**src/rtl/bcd_pkg.sv**
```systemverilog
// Shared types and constants for the sequential BCD adder/subtractor.
package bcd_pkg;

   localparam int         BCD_DIGIT_W = 4;
   localparam logic [3:0] BCD_MAX     = 4'd9;

   typedef enum logic [1:0] {
      ST_IDLE = 2'd0,
      ST_RUN  = 2'd1,
      ST_DONE = 2'd2
   } state_t;

   function automatic logic bcd_digit_ok(input logic [BCD_DIGIT_W-1:0] d);
      return (d <= BCD_MAX);
   endfunction

endpackage

```
**src/rtl/bcd_digit_addsub.sv**
```systemverilog
// One-digit BCD add/subtract step: t = a + (b or 9-b) + c, decimal-corrected.
module bcd_digit_addsub
   import bcd_pkg::*;
(
   input  logic [BCD_DIGIT_W-1:0] a_i,
   input  logic [BCD_DIGIT_W-1:0] b_i,
   input  logic                   sub,
   input  logic                   c,
   output logic [BCD_DIGIT_W-1:0] sum_i,
   output logic                   c_out
);

   logic [BCD_DIGIT_W-1:0] b_eff_s;
   logic [BCD_DIGIT_W:0]   t_s;

   // Nine's-complement the subtrahend digit, add, then wrap at ten.
   always_comb begin
      b_eff_s = sub ? (BCD_MAX - b_i) : b_i;
      t_s     = {1'b0, a_i} + {1'b0, b_eff_s} + {4'd0, c};
      if (t_s >= 5'd10) begin
         sum_i = 4'(t_s - 5'd10);
         c_out = 1'b1;
      end else begin
         sum_i = t_s[3:0];
         c_out = 1'b0;
      end
   end

endmodule

```
**src/rtl/bcd_seq_addsub.sv**
```systemverilog
// Sequential packed-BCD adder/subtractor processing one digit per clock, LSD first.
module bcd_seq_addsub
   import bcd_pkg::*;
#(
   parameter int DIGITS = 4
) (
   input  logic                          clk,
   input  logic                          rst,
   input  logic                          start,
   input  logic                          sub,
   input  logic                          cin,
   input  logic [BCD_DIGIT_W*DIGITS-1:0] a,
   input  logic [BCD_DIGIT_W*DIGITS-1:0] b,
   output logic                          busy,
   output logic                          done,
   output logic [BCD_DIGIT_W*DIGITS-1:0] sum,
   output logic                          cout,
   output logic                          err
);

   localparam int W     = BCD_DIGIT_W * DIGITS;
   localparam int CNT_W = (DIGITS > 1) ? $clog2(DIGITS) : 1;

   state_t             state_q, state_d;
   logic [CNT_W-1:0]   cnt_q, cnt_d;
   logic [W-1:0]       a_q, a_d;
   logic [W-1:0]       b_q, b_d;
   logic               sub_q, sub_d;
   logic               carry_q, carry_d;
   logic               err_pend_q, err_pend_d;
   logic [W-1:0]       sum_q, sum_d;
   logic               cout_q, cout_d;
   logic               err_q, err_d;
   logic               busy_q, busy_d;
   logic               done_q, done_d;

   logic               operand_err_s;
   logic [BCD_DIGIT_W-1:0] dig_sum_s;
   logic [BCD_DIGIT_W-1:0] dig_wr_s;
   logic               dig_carry_s;

   // Operand registers shift right, so the active digit is always in the low nibble.
   bcd_digit_addsub u_digit (
      .a_i   (a_q[BCD_DIGIT_W-1:0]),
      .b_i   (b_q[BCD_DIGIT_W-1:0]),
      .sub   (sub_q),
      .c     (carry_q),
      .sum_i (dig_sum_s),
      .c_out (dig_carry_s)
   );

   // Flag any non-decimal nibble on either operand at the accept point.
   always_comb begin
      operand_err_s = 1'b0;
      for (int i = 0; i < DIGITS; i++) begin
         operand_err_s = operand_err_s
                       | ~bcd_digit_ok(a[i*BCD_DIGIT_W +: BCD_DIGIT_W])
                       | ~bcd_digit_ok(b[i*BCD_DIGIT_W +: BCD_DIGIT_W]);
      end
   end

   // Next-state and datapath updates for the IDLE/RUN/DONE sequencer.
   always_comb begin
      state_d    = state_q;
      cnt_d      = cnt_q;
      a_d        = a_q;
      b_d        = b_q;
      sub_d      = sub_q;
      carry_d    = carry_q;
      err_pend_d = err_pend_q;
      sum_d      = sum_q;
      cout_d     = cout_q;
      err_d      = err_q;
      busy_d     = busy_q;
      done_d     = 1'b0;
      dig_wr_s   = err_pend_q ? 4'd0 : dig_sum_s;

      case (state_q)
         ST_IDLE: begin
            if (start) begin
               state_d    = ST_RUN;
               cnt_d      = '0;
               a_d        = a;
               b_d        = b;
               sub_d      = sub;
               carry_d    = sub ? ~cin : cin;
               err_pend_d = operand_err_s;
               sum_d      = '0;
               cout_d     = 1'b0;
               err_d      = 1'b0;
               busy_d     = 1'b1;
            end else begin
               busy_d = 1'b0;
            end
         end
         ST_RUN: begin
            // Result digits enter at the top and settle into place after DIGITS shifts.
            a_d     = a_q >> BCD_DIGIT_W;
            b_d     = b_q >> BCD_DIGIT_W;
            sum_d   = (sum_q >> BCD_DIGIT_W) | (W'(dig_wr_s) << (W - BCD_DIGIT_W));
            carry_d = dig_carry_s;
            if (cnt_q == CNT_W'(DIGITS - 1)) begin
               state_d = ST_DONE;
               cnt_d   = '0;
               done_d  = 1'b1;
               err_d   = err_pend_q;
               cout_d  = err_pend_q ? 1'b0 : (sub_q ? ~dig_carry_s : dig_carry_s);
            end else begin
               cnt_d = cnt_q + 1'b1;
            end
         end
         ST_DONE: begin
            state_d = ST_IDLE;
            busy_d  = 1'b0;
         end
         default: begin
            state_d = ST_IDLE;
            cnt_d   = '0;
            busy_d  = 1'b0;
         end
      endcase
   end

   // State and output registers; reset abandons any operation in flight.
   always_ff @(posedge clk or posedge rst) begin
      if (rst) begin
         state_q    <= ST_IDLE;
         cnt_q      <= '0;
         a_q        <= '0;
         b_q        <= '0;
         sub_q      <= 1'b0;
         carry_q    <= 1'b0;
         err_pend_q <= 1'b0;
         sum_q      <= '0;
         cout_q     <= 1'b0;
         err_q      <= 1'b0;
         busy_q     <= 1'b0;
         done_q     <= 1'b0;
      end else begin
         state_q    <= state_d;
         cnt_q      <= cnt_d;
         a_q        <= a_d;
         b_q        <= b_d;
         sub_q      <= sub_d;
         carry_q    <= carry_d;
         err_pend_q <= err_pend_d;
         sum_q      <= sum_d;
         cout_q     <= cout_d;
         err_q      <= err_d;
         busy_q     <= busy_d;
         done_q     <= done_d;
      end
   end

   assign busy = busy_q;
   assign done = done_q;
   assign sum  = sum_q;
   assign cout = cout_q;
   assign err  = err_q;

endmodule

```
**config.mk**
```make
export PLATFORM = sky130hd
export DESIGN_NAME = bcd_seq_addsub
export DESIGN_NICKNAME = d
export VERILOG_FILES = /design/src/rtl/bcd_pkg.sv /design/src/rtl/bcd_digit_addsub.sv /design/src/rtl/bcd_seq_addsub.sv
export SDC_FILE = /design/constraint.sdc
export NUM_CORES = 1
export LEC_CHECK = 0
export ABC_AREA = 1
export CAP_MARGIN = 20
export CELL_PAD_IN_SITES_DETAIL_PLACEMENT = 1
export CELL_PAD_IN_SITES_GLOBAL_PLACEMENT = 2
export CORE_MARGIN = 5
export CORE_UTILIZATION = 27
export DETAILED_ROUTE_END_ITERATION = 12
export PLACE_DENSITY = 0.75
export SLEW_MARGIN = 40
export SYNTH_ARGS = -nofsm -noshare
export SYNTH_HDL_FRONTEND = slang
export SYNTH_HIERARCHICAL = 1
export SYNTH_SLANG_ARGS = --single-unit
```
**constraint.sdc**
```tcl
create_clock -name clk -period 2.3 [get_ports clk]
set_input_delay 0.46 -clock clk [delete_from_list [all_inputs] [get_ports clk]]
set_output_delay 0.46 -clock clk [all_outputs]
set_load 0.01 [all_outputs]
```
# Word-level counts from Yosys, hierarchy flattened
# Cells that the tools add are included.
# classes
add_sub_neg	5
n_lt_le_gt_ge	9
n_eq_ne	5
muxes	30
bitwise_logic	19
reduce_logical	7
# op_table
op	n
case mux 16 bit (2 select lines)	3
2-to-1 mux 16 bit	3
<= comparator 4 bit (second input constant)	8
bitwise OR 12 x 16 -> 16 bit	1
2-to-1 mux 4 bit	3
2-to-1 mux 1 bit	11
NOT 1 bit	11
2-to-1 mux 2 bit	4
case mux 1 bit (2 select lines)	4
AND reduction 2 bit	4
bitwise OR 1 bit	7
case mux 2 bit (3 select lines)	1
adder 4 x 4 -> 5 bit	1
adder 5 x 1 -> 5 bit	1
greater-or-equal comparator 5 x 4 -> 1 bit (second input constant)	1
equality test 2 bit (second input constant)	2
!= test 2 bit (second input constant)	2
case mux 2 bit (2 select lines)	1
subtractor 4 bit (first input constant)	1
subtractor 4 bit (second input constant)	1
AND reduction 3 bit	1
adder 2 x 1 -> 2 bit (second input constant)	1
equality test 2 x 1 -> 1 bit (second input constant)	1
logical NOT 2 bit	1
nonzero test 2 bit	1
# word_totals
register_bits	59
input_bits	37
out_inout_bits	20
wordCells	87

# Longest topological paths before layout
# Gate-level depths: netlist of the first run.
# depth
ltp_word	11
ltp_mapped	17
depth_no_buf	17

# Modules after synthesis
# Netlist of the first run, hierarchy kept.
# modules_own_cells
module	n_inst	cells_per_inst	area_per_inst_um2	seq_area_each_um2
bcd_seq_addsub	1	276	2499.9	1476.4
bcd_digit_addsub	1	50	316.6	0.0

# Worst setup path after synthesis of the first run
# No wires, ideal clock.
# synth_path
path_type	reg-to-reg
start	register sub_q
end	register cout_q (netlist: cout)
setup_ns	0.126
arrival_time_ns	2.250
required_time_ns	2.174
slack_ns	-0.076
path_stages_with_launch	13
cell_sequence	dfrtp_1 xor2_1 fa_1 inv_1 fa_1 ha_1 nand2_2 nand3_2 nand2_2 xnor2_1 nor2_1 nand2_1 o21ai_0
# synth_via
elab_chain_len	10
# synth_rtl
element	line_no	text
start, declared	bcd_seq_addsub.sv:28	logic sub_q, sub_d;
start signal, assigned	bcd_seq_addsub.sv:144	sub_q <= sub_d;
2-to-1 mux 4 bit (*)	bcd_digit_addsub.sv:18	b_eff_s = sub ? (BCD_MAX - b_i) : b_i;
adder 4 x 4 -> 5 bit (*)	bcd_digit_addsub.sv:19	t_s = {1'b0, a_i} + {1'b0, b_eff_s} + {4'd0, c};
adder 5 x 1 -> 5 bit (*)	bcd_digit_addsub.sv:19	
greater-or-equal comparator 5 x 4 -> 1 bit (*)	bcd_digit_addsub.sv:20	if (t_s >= 5'd10) begin
2-to-1 mux 1 bit (*)	bcd_digit_addsub.sv:20	
via dig_carry_s	bcd_seq_addsub.sv:40	logic dig_carry_s;
NOT 1 bit	bcd_seq_addsub.sv:107	cout_d = err_pend_q ? 1'b0 : (sub_q ? ~dig_carry_s : dig_carry_s);
2-to-1 mux 1 bit (*) (2 in a row)	bcd_seq_addsub.sv:107	
2-to-1 mux 1 bit (*)	bcd_seq_addsub.sv:102	if (cnt_q == CNT_W'(DIGITS - 1)) begin
case mux 1 bit (2 select lines) (*)	bcd_seq_addsub.sv:78	case (state_q)
end signal, assigned	bcd_seq_addsub.sv:148	cout_q <= cout_d;
end, declared	bcd_seq_addsub.sv:32	logic cout_q, cout_d;
# Mark *: on every way through the listed nets, which the timed path passes. The rest lies on a longest branch. The select of a mux whose other input is x is not followed.
# A chain may end at the register's enable or synchronous reset.

# Final worst setup path of the first run
# layout_path
start	register b_q[0]
end	register cout_q (netlist: cout)
# layout_via
elab_chain_len	11
# layout_rtl
element	line_no	text
start, declared	bcd_seq_addsub.sv:27	logic [W-1:0] b_q, b_d;
start signal, assigned	bcd_seq_addsub.sv:130	b_q <= '0;
start signal, assigned	bcd_seq_addsub.sv:143	b_q <= b_d;
subtractor 4 bit	bcd_digit_addsub.sv:18	
2-to-1 mux 4 bit (*)	bcd_digit_addsub.sv:18	
adder 4 x 4 -> 5 bit (*)	bcd_digit_addsub.sv:19	
adder 5 x 1 -> 5 bit (*)	bcd_digit_addsub.sv:19	
greater-or-equal comparator 5 x 4 -> 1 bit (*)	bcd_digit_addsub.sv:20	
2-to-1 mux 1 bit (*)	bcd_digit_addsub.sv:20	
via dig_carry_s	bcd_seq_addsub.sv:40	
NOT 1 bit	bcd_seq_addsub.sv:107	
2-to-1 mux 1 bit (*) (2 in a row)	bcd_seq_addsub.sv:107	
2-to-1 mux 1 bit (*)	bcd_seq_addsub.sv:102	
case mux 1 bit (2 select lines) (*)	bcd_seq_addsub.sv:78	
# Marks and branches as above.

==> results by group, run 1 <==
Power
  • Switch Pwr: 0.002556 W
  • Int Power: 0.003603 W
  • Overall power: 0.006159 W
  • Clock power share: 0.146
  • Sequential share of power: 0.269
  • P per Cell Area: 1597 nW/µm²
  • Logic gate share of total power: 0.585
  • Switching Fraction: 0.4149
  • Leak pwr: 1.748 nW
  • Peak supply drop: 0.0004989 V

Synthesis
  • Seq cells post-synth: 59
  • Top-area cell type share of the netlist area: 0.5242
  • Yosys warnings: 6
  • Synth cell types: 29
  • Async S/R FF share, synth: 1.000
  • Synth Net Count: 371
  • Post-synthesis sequential area ratio: 0.5242
  • Post-synth top area cell: dfrtp_1
  • Post-synthesis cell area: 2816 µm²
  • Ys flop type: dfrtp_1
  • Top cells by area, synth: dfrtp_1 (52%), nand2_1 (10%), inv_1 (6.1%), o21ai_0 (5.2%), a21oi_1 (4.4%)
  • Post-synth EDFFs: 0
  • Mapped Avg Cell Area: 8.639 µm²
  • Post-synthesis instance total: 326

STA
  • Unrepaired setup endpoints after global routing: true
  • Slew margin rel.: 0.6721
  • Final Hold Viols: 0
  • Endpoints failing setup: 1
  • Final Slew Violations: 0
  • Clock skew: 0.005058 ns
  • Fmax: 0.4339 GHz
  • Tmin final: 2.305 ns
  • Worst hold slack: 0.3215 ns
  • Final period util: 1.002
  • Least-Margin Pin Slew: 0.4911 ns
  • Final WS setup: -0.004786 ns

Place
  • GP Congestion: 0.7327
  • # port buffers: 56
  • Place WS: -0.06567 ns
  • Final HPWL DP: 5.411 mm

Finish
  • Most common cell after layout, fill and taps aside: nand2_1
  • Area growth, synth to finish: 36.92%
  • Fraction of layout cells with a size suffix above 1: 0.1418
  • Final nets: 444
  • Number of diodes: 0
  • Most frequent cells in the layout: nand2_1 (74), dfrtp_1 (59), clkdlybuf4s50_1 (56)

Worst setup path
  • Worst Setup Path Type: reg2reg
  • CP Max Fanout: 4
  • Arrival time at the worst endpoint: 2.52 ns
  • CP startpoint kind: register
  • FF-to-FF setup slack: -0.005 ns
  • Critical path required time: 2.52 ns
  • Setup crit end kind: register

Clock tree
  • Clock sinks: 59
  • CTS tree: done
  • H-tree depth: 3
  • Latest clock arrival within the worst-skew pair: 0.33 ns
  • Clock Pin Slew Worst Setup and Hold Paths: 0.06 ns
  • Clock buffer count from CTS: 9
  • Clock Path Buffers: 2
  • CTS Root Buffer Type: clkbuf_8

Routing
  • Routed vias: 2466
  • Vias per inst: 4.584
  • Routed WL: 7.384 mm
  • Antenna Nets Post-Route: 0
  • Drt first-iter violations: 78
  • Avg WL per Cell: 13.72 µm
  • DRT Pass-1 Iters: 4
  • Residual DRC: 0

Floorplanning
  • Die height: 112.1 µm
  • Core Rows: 37
  • Die Width: 112.1 µm
  • Core area: 10230 µm²
  • Top Ports: 57
  • Die Footprint: 12570 µm²
  • Initial core utilization: 0.2753

Global routing
  • Vias in the first global route: 2747
  • First-pass GRT wire length: 13.15 mm
  • Largest net degree at the start of global routing: 57
  • Remaining Overflow, GRT: 0
  • Number of antenna violations at the first check in global routing: 0
  • Gr usage total: 0.1277

Status
  • Status: finished, violations left
  • Failing checks: negative setup slack

Hold path
  • Hold Crit Class: in2async

Flow run
  • MaxCap Viol Count: 0
==> power by group through the flow <==
stage / sequential, W / clock (W) / combinational, W
after floorplan: 0.00168 / 0 / 0.00227
after global placement: 0.00167 / 0 / 0.00319
after detailed placement: 0.00168 / 0 / 0.00328
after CTS: 0.00166 / 0.000939 / 0.00345
after global routing: 0.00171 / 0.000983 / 0.00411
final: 0.00166 / 0.000902 / 0.00360
==> kinds of logic after synthesis <==
group	share of synthesized area
compound gates	0.1679
xor+xnor	0.01244
fa+ha+maj	0.04087
buf+inv	0.09196
flops	0.5242
simple gates	0.1626
==> worst paths after layout <==
path | start | end | cells after the start
min in group clk | a_q[15] | a_q[15] | 2
worst min-delay path | rst | sum[6] | 2
worst max register to register | b_q[0] | cout | 13
worst max-delay path | b_q[0] | cout | 13
max in group asynchronous | rst | b_q[5] | 3
worst min register to register | a_q[15] | a_q[15] | 2
==> cells in the mapped netlist (all sizes together), types with 5 or more instances <==
cell type and number:
a21oi 26, buf 10, dfrtp 59, ha 6, inv 49, nand2 80
nand3 10, nor2 19, o211ai 5, o21ai 32, o22ai 12
==> what timing repair did <==
| action | 4_1_cts | 5_1_grt |
|---|---|---|
| setup buffers | 4 | 3 |
| endpoints found under the setup margin | 3 | 5 |
| gates cloned | 0 | 0 |
| gates resized for setup | 0 | 9 |
| pin swaps | 6 | 4 |
| hold buffers | 0 | 0 |
| hold endpoints to repair | 0 | 0 |
==> metal layers <==
metal  GRT usage  wire, µm
met3     0.04205       375
met5           0         0
met1      0.1609      3414
met2      0.2137      3530
met4     0.02885        63
==> through the flow <==
step / setup TNS (ns) / area, µm² / std cells / utilization
2_1_floorplan: 0 / 2839 / 326 / -
3_3_place_gp: 0 / 3597 / 517 / 0.3516
3_5_place_dp: -0.07863 / 3597 / 517 / 0.3516
4_1_cts: -0.04970 / 3809 / 535 / 0.3723
5_1_grt: -0.4181 / 3856 / 538 / 0.3769
6_report: -0.004786 / 3856 / 538 / 0.3769
==> worst max-delay path: stages, from the launching register on <==
cell	delay (ns)
dfrtp_1	0.39
xor2_1	0.17
fa_2	0.35
inv_2	0.07
fa_2	0.48
nor2_2	0.14
nand3_2	0.07
nand2_2	0.08
nand3_4	0.08
nand2_4	0.08
xnor2_1	0.11
nor2_1	0.05
nand2_1	0.06
o21ai_1	0.05
==> cell type report <==
type,count,area [µm²]
clock inverter,3,40.04
inverter,49,183.9
clock buffer,11,141.4
timing repair buffer,75,723.2
fill,1210,6375
multi-input combinational,205,1121
sequential,59,1476
tap,136,170.2
==> flip-flops by register name, summed over array words and instances, names as in the netlist, 2 cells and up <==
| register | cells |
|---|---|
| b_q | 16 |
| state_q | 2 |
| cnt_q | 2 |
| sum | 16 |
| a_q | 16 |
No activity file was read; power rests on OpenSTA's default activity.
==> inputs of run 2 (changes only) <==
CORE_UTILIZATION = 33   (was 27)
PLACE_DENSITY = 0.85   (was 0.75)
RECOVER_POWER = 50   (was not set)
clock period = 2.8 ns   (was 2.3 ns; I/O delays follow)
==> results by group, run 2 (synthesis gave the netlist of run 1 again) <==
Power
  • Leak pwr: 1.704 nW (-2.5%)
  • P per Cell Area: 1258 nW/µm² (-21%)
  • Peak supply drop: 0.0003492 V (-30%)

Routing
  • Residual DRC: 0 (unchanged)
  • Vias per inst: 4.796 (+4.6%)
  • Avg WL per Cell: 14.72 µm (+7.3%)
  • Routed WL: 7.303 mm (-1.1%)
  • Routed vias: 2379 (-3.5%)
  • Antenna Nets Post-Route: 0 (unchanged)
  • DRT Pass-1 Iters: 4 (unchanged)
  • Drt first-iter violations: 58 (-26%)

STA
  • Final period util: 0.9142 (-0.08783)
  • Endpoints failing setup: 0 (-1)
  • Tmin final: 2.560 ns (+0.2551 ns)
  • Clock skew: 0.006356 ns (+0.001299 ns)
  • Least-Margin Pin Slew: 0.9858 ns (+0.4947 ns)
  • Final Hold Viols: 0 (unchanged)
  • Slew margin rel.: 0.3421 (-0.3300)
  • Setup_tns: 0 ns (+0.004786 ns)
  • Worst hold slack: 0.4763 ns (+0.1547 ns)
  • Final WS setup: 0.2401 ns (+0.2449 ns)
  • Unrepaired setup endpoints after global routing: false
  • Fmax: 0.3906 GHz (-10%)
  • Final Slew Violations: 0 (unchanged)

Place
  • Final HPWL DP: 5.406 mm (about the same)
  • # port buffers: 56 (unchanged)
  • Place WS: 0.2218 ns (+0.2874 ns)
  • Placed cell area: 3491 µm² (-3.0%)
  • GP Congestion: 0.7520 (+2.6%)

Finish
  • Area of the multi-input gates: 1079 µm² (-3.8%)
  • Most frequent cells in the layout: nand2_1 (76), dfrtp_1 (59), clkdlybuf4s50_1 (55)
  • Final nets: 431 (-2.9%)
  • Sequential Area: 1476 µm² (unchanged)
  • Number of diodes: 0 (unchanged)
  • Area growth, synth to finish: 31.23%
  • Fraction of layout cells with a size suffix above 1: 0.07673 (-0.06506)
  • Finished layout cell area: 3696 µm² (-4.2%)
  • Most common cell after layout, fill and taps aside: nand2_1
  • # fillers: 986 (-19%)

Floorplanning
  • Die height: 102.4 µm (-8.7%)
  • Top Ports: 57 (unchanged)
  • Die Footprint: 10480 µm² (-17%)
  • Core area: 8258 µm² (-19%)
  • Core Rows: 33 (-11%)
  • Initial core utilization: 0.3411 (+0.06578)
  • Die Width: 102.4 µm (-8.7%)

Clock tree
  • CTS tree: done
  • Clock sinks: 59 (unchanged)
  • Clock Pin Slew Worst Setup and Hold Paths: 0.07 ns (about the same)
  • Clock Path Buffers: 2 (unchanged)
  • Latest clock arrival within the worst-skew pair: 0.33 ns (about the same)
  • CTS Root Buffer Type: clkbuf_8
  • Clock buffer count from CTS: 9 (unchanged)
  • Post-cts resize count: 0 (unchanged)
  • CTS Hold Bufs: 0 (unchanged)
  • H-tree depth: 3 (unchanged)
  • Post-CTS Setup Bufs: 0 (-4)

Worst setup path
  • Critical path depth: 12 (-1)
  • CP top delay family: adder cells
  • Worst Setup Path Type: reg2reg
  • Critical path, cell by cell: xor2_1, fa_1, inv_1, fa_1, ha_1, nand2_2, nand3_2, nand2_2, xnor2_1, nor2_1, nand2_1, o21ai_0
  • Worst Path Buf+Inv: 1 (unchanged)
  • Crit-path slowest cell: fa_1
  • R2r endpoint: cout
  • Slowest Stage Delay on Critical Path: 0.46 ns (-0.02 ns)
  • Worst R2R Path Depth: 12 (-1)
  • Critical path required time: 3.02 ns (+0.50 ns)
  • Setup crit end kind: register
  • CP startpoint kind: register
  • FF-to-FF setup slack: 0.24 ns (+0.24 ns)
  • Arrival time at the worst endpoint: 2.78 ns (+0.26 ns)
  • CP Max Fanout: 6 (+2)
  • Reg2reg start: sub_q

Flow run
  • MaxCap Viol Count: 0 (unchanged)

Global routing
  • Number of antenna violations at the first check in global routing: 0 (unchanged)
  • Grt met2 use: 0.2609 (+0.04712)
  • Gr usage total: 0.1482 (+0.02046)
  • Met3 usage: 0.03686 (-0.005188)
  • Remaining Overflow, GRT: 0 (unchanged)
  • Grt met1 use: 0.1795 (+0.01861)
  • GRT busiest layer: met2
  • Largest net degree at the start of global routing: 36 (-37%)
  • First-pass GRT wire length: 12.09 mm (-8.1%)
  • Vias in the first global route: 2615 (-4.8%)

Hold path
  • Hold path depth: 2
  • Hold path start: a_q[15]
  • Hold worst-path end: a_q[15]
  • Hold Crit Class: reg2reg

Status
  • Status: complete, no violations
## run 2: layout make-up
class / count / share of cell area
flip-flops and latches: 59 / 0.3995
repair buffers: 62 / 0.1622
well taps: 105 / 0.03555
inverters: 49 / 0.04976
multi-input cells: 205 / 0.2918
clock inverters: 5 / 0.02031
clock buffers: 11 / 0.04096
## run 2: power breakdown
| part | total [W] | switching [W] | internal (W) |
|---|---|---|---|
| clock | 0.000884 | 0.000339 | 0.000545 |
| sequential | 0.00137 | 0.000184 | 0.00119 |
| combinational | 0.00239 | 0.00144 | 0.000959 |
| total | 0.00465 | 0.00196 | 0.00269 |
## run 2: per-layer routing
metal,routed length (µm),vias to the layer above
li1,-,1177
met1,3187,1133
met2,3663,60
met3,365,9
met4,87,0
met5,0,-
## run 2: worst max-delay path by stage
stage	from	endpoint	slack, ns
final	sub_q	cout	0.24
after CTS	sub_q	cout	0.21
after floorplan	sub_q	cout	0.42
after global routing	b_q[1]	cout	0.08
after detailed placement	sub_q	cout	0.22
after global placement	sub_q	cout	0.31
## run 2: worst reg2reg max path, delay by kind of cell, from the launching register on
kind / cells / cell delay (ns)
adder cells (fa/ha/maj): 3 / 1.12
flip-flops: 1 / 0.45
AND/OR/NAND/NOR: 5 / 0.42
XOR/XNOR: 2 / 0.31
buffers and inverters: 1 / 0.08
AO/OA/AOI/OAI: 1 / 0.06
## run 2: through the flow
stage | cells | util | total power, W
after floorplan | 326 | - | 0.003130
after global placement | 480 | 0.4227 | 0.003720
after detailed placement | 480 | 0.4227 | 0.003845
after CTS | 496 | 0.4502 | 0.004751
after global routing | 496 | 0.4476 | 0.005074
final | 496 | 0.4476 | 0.004649
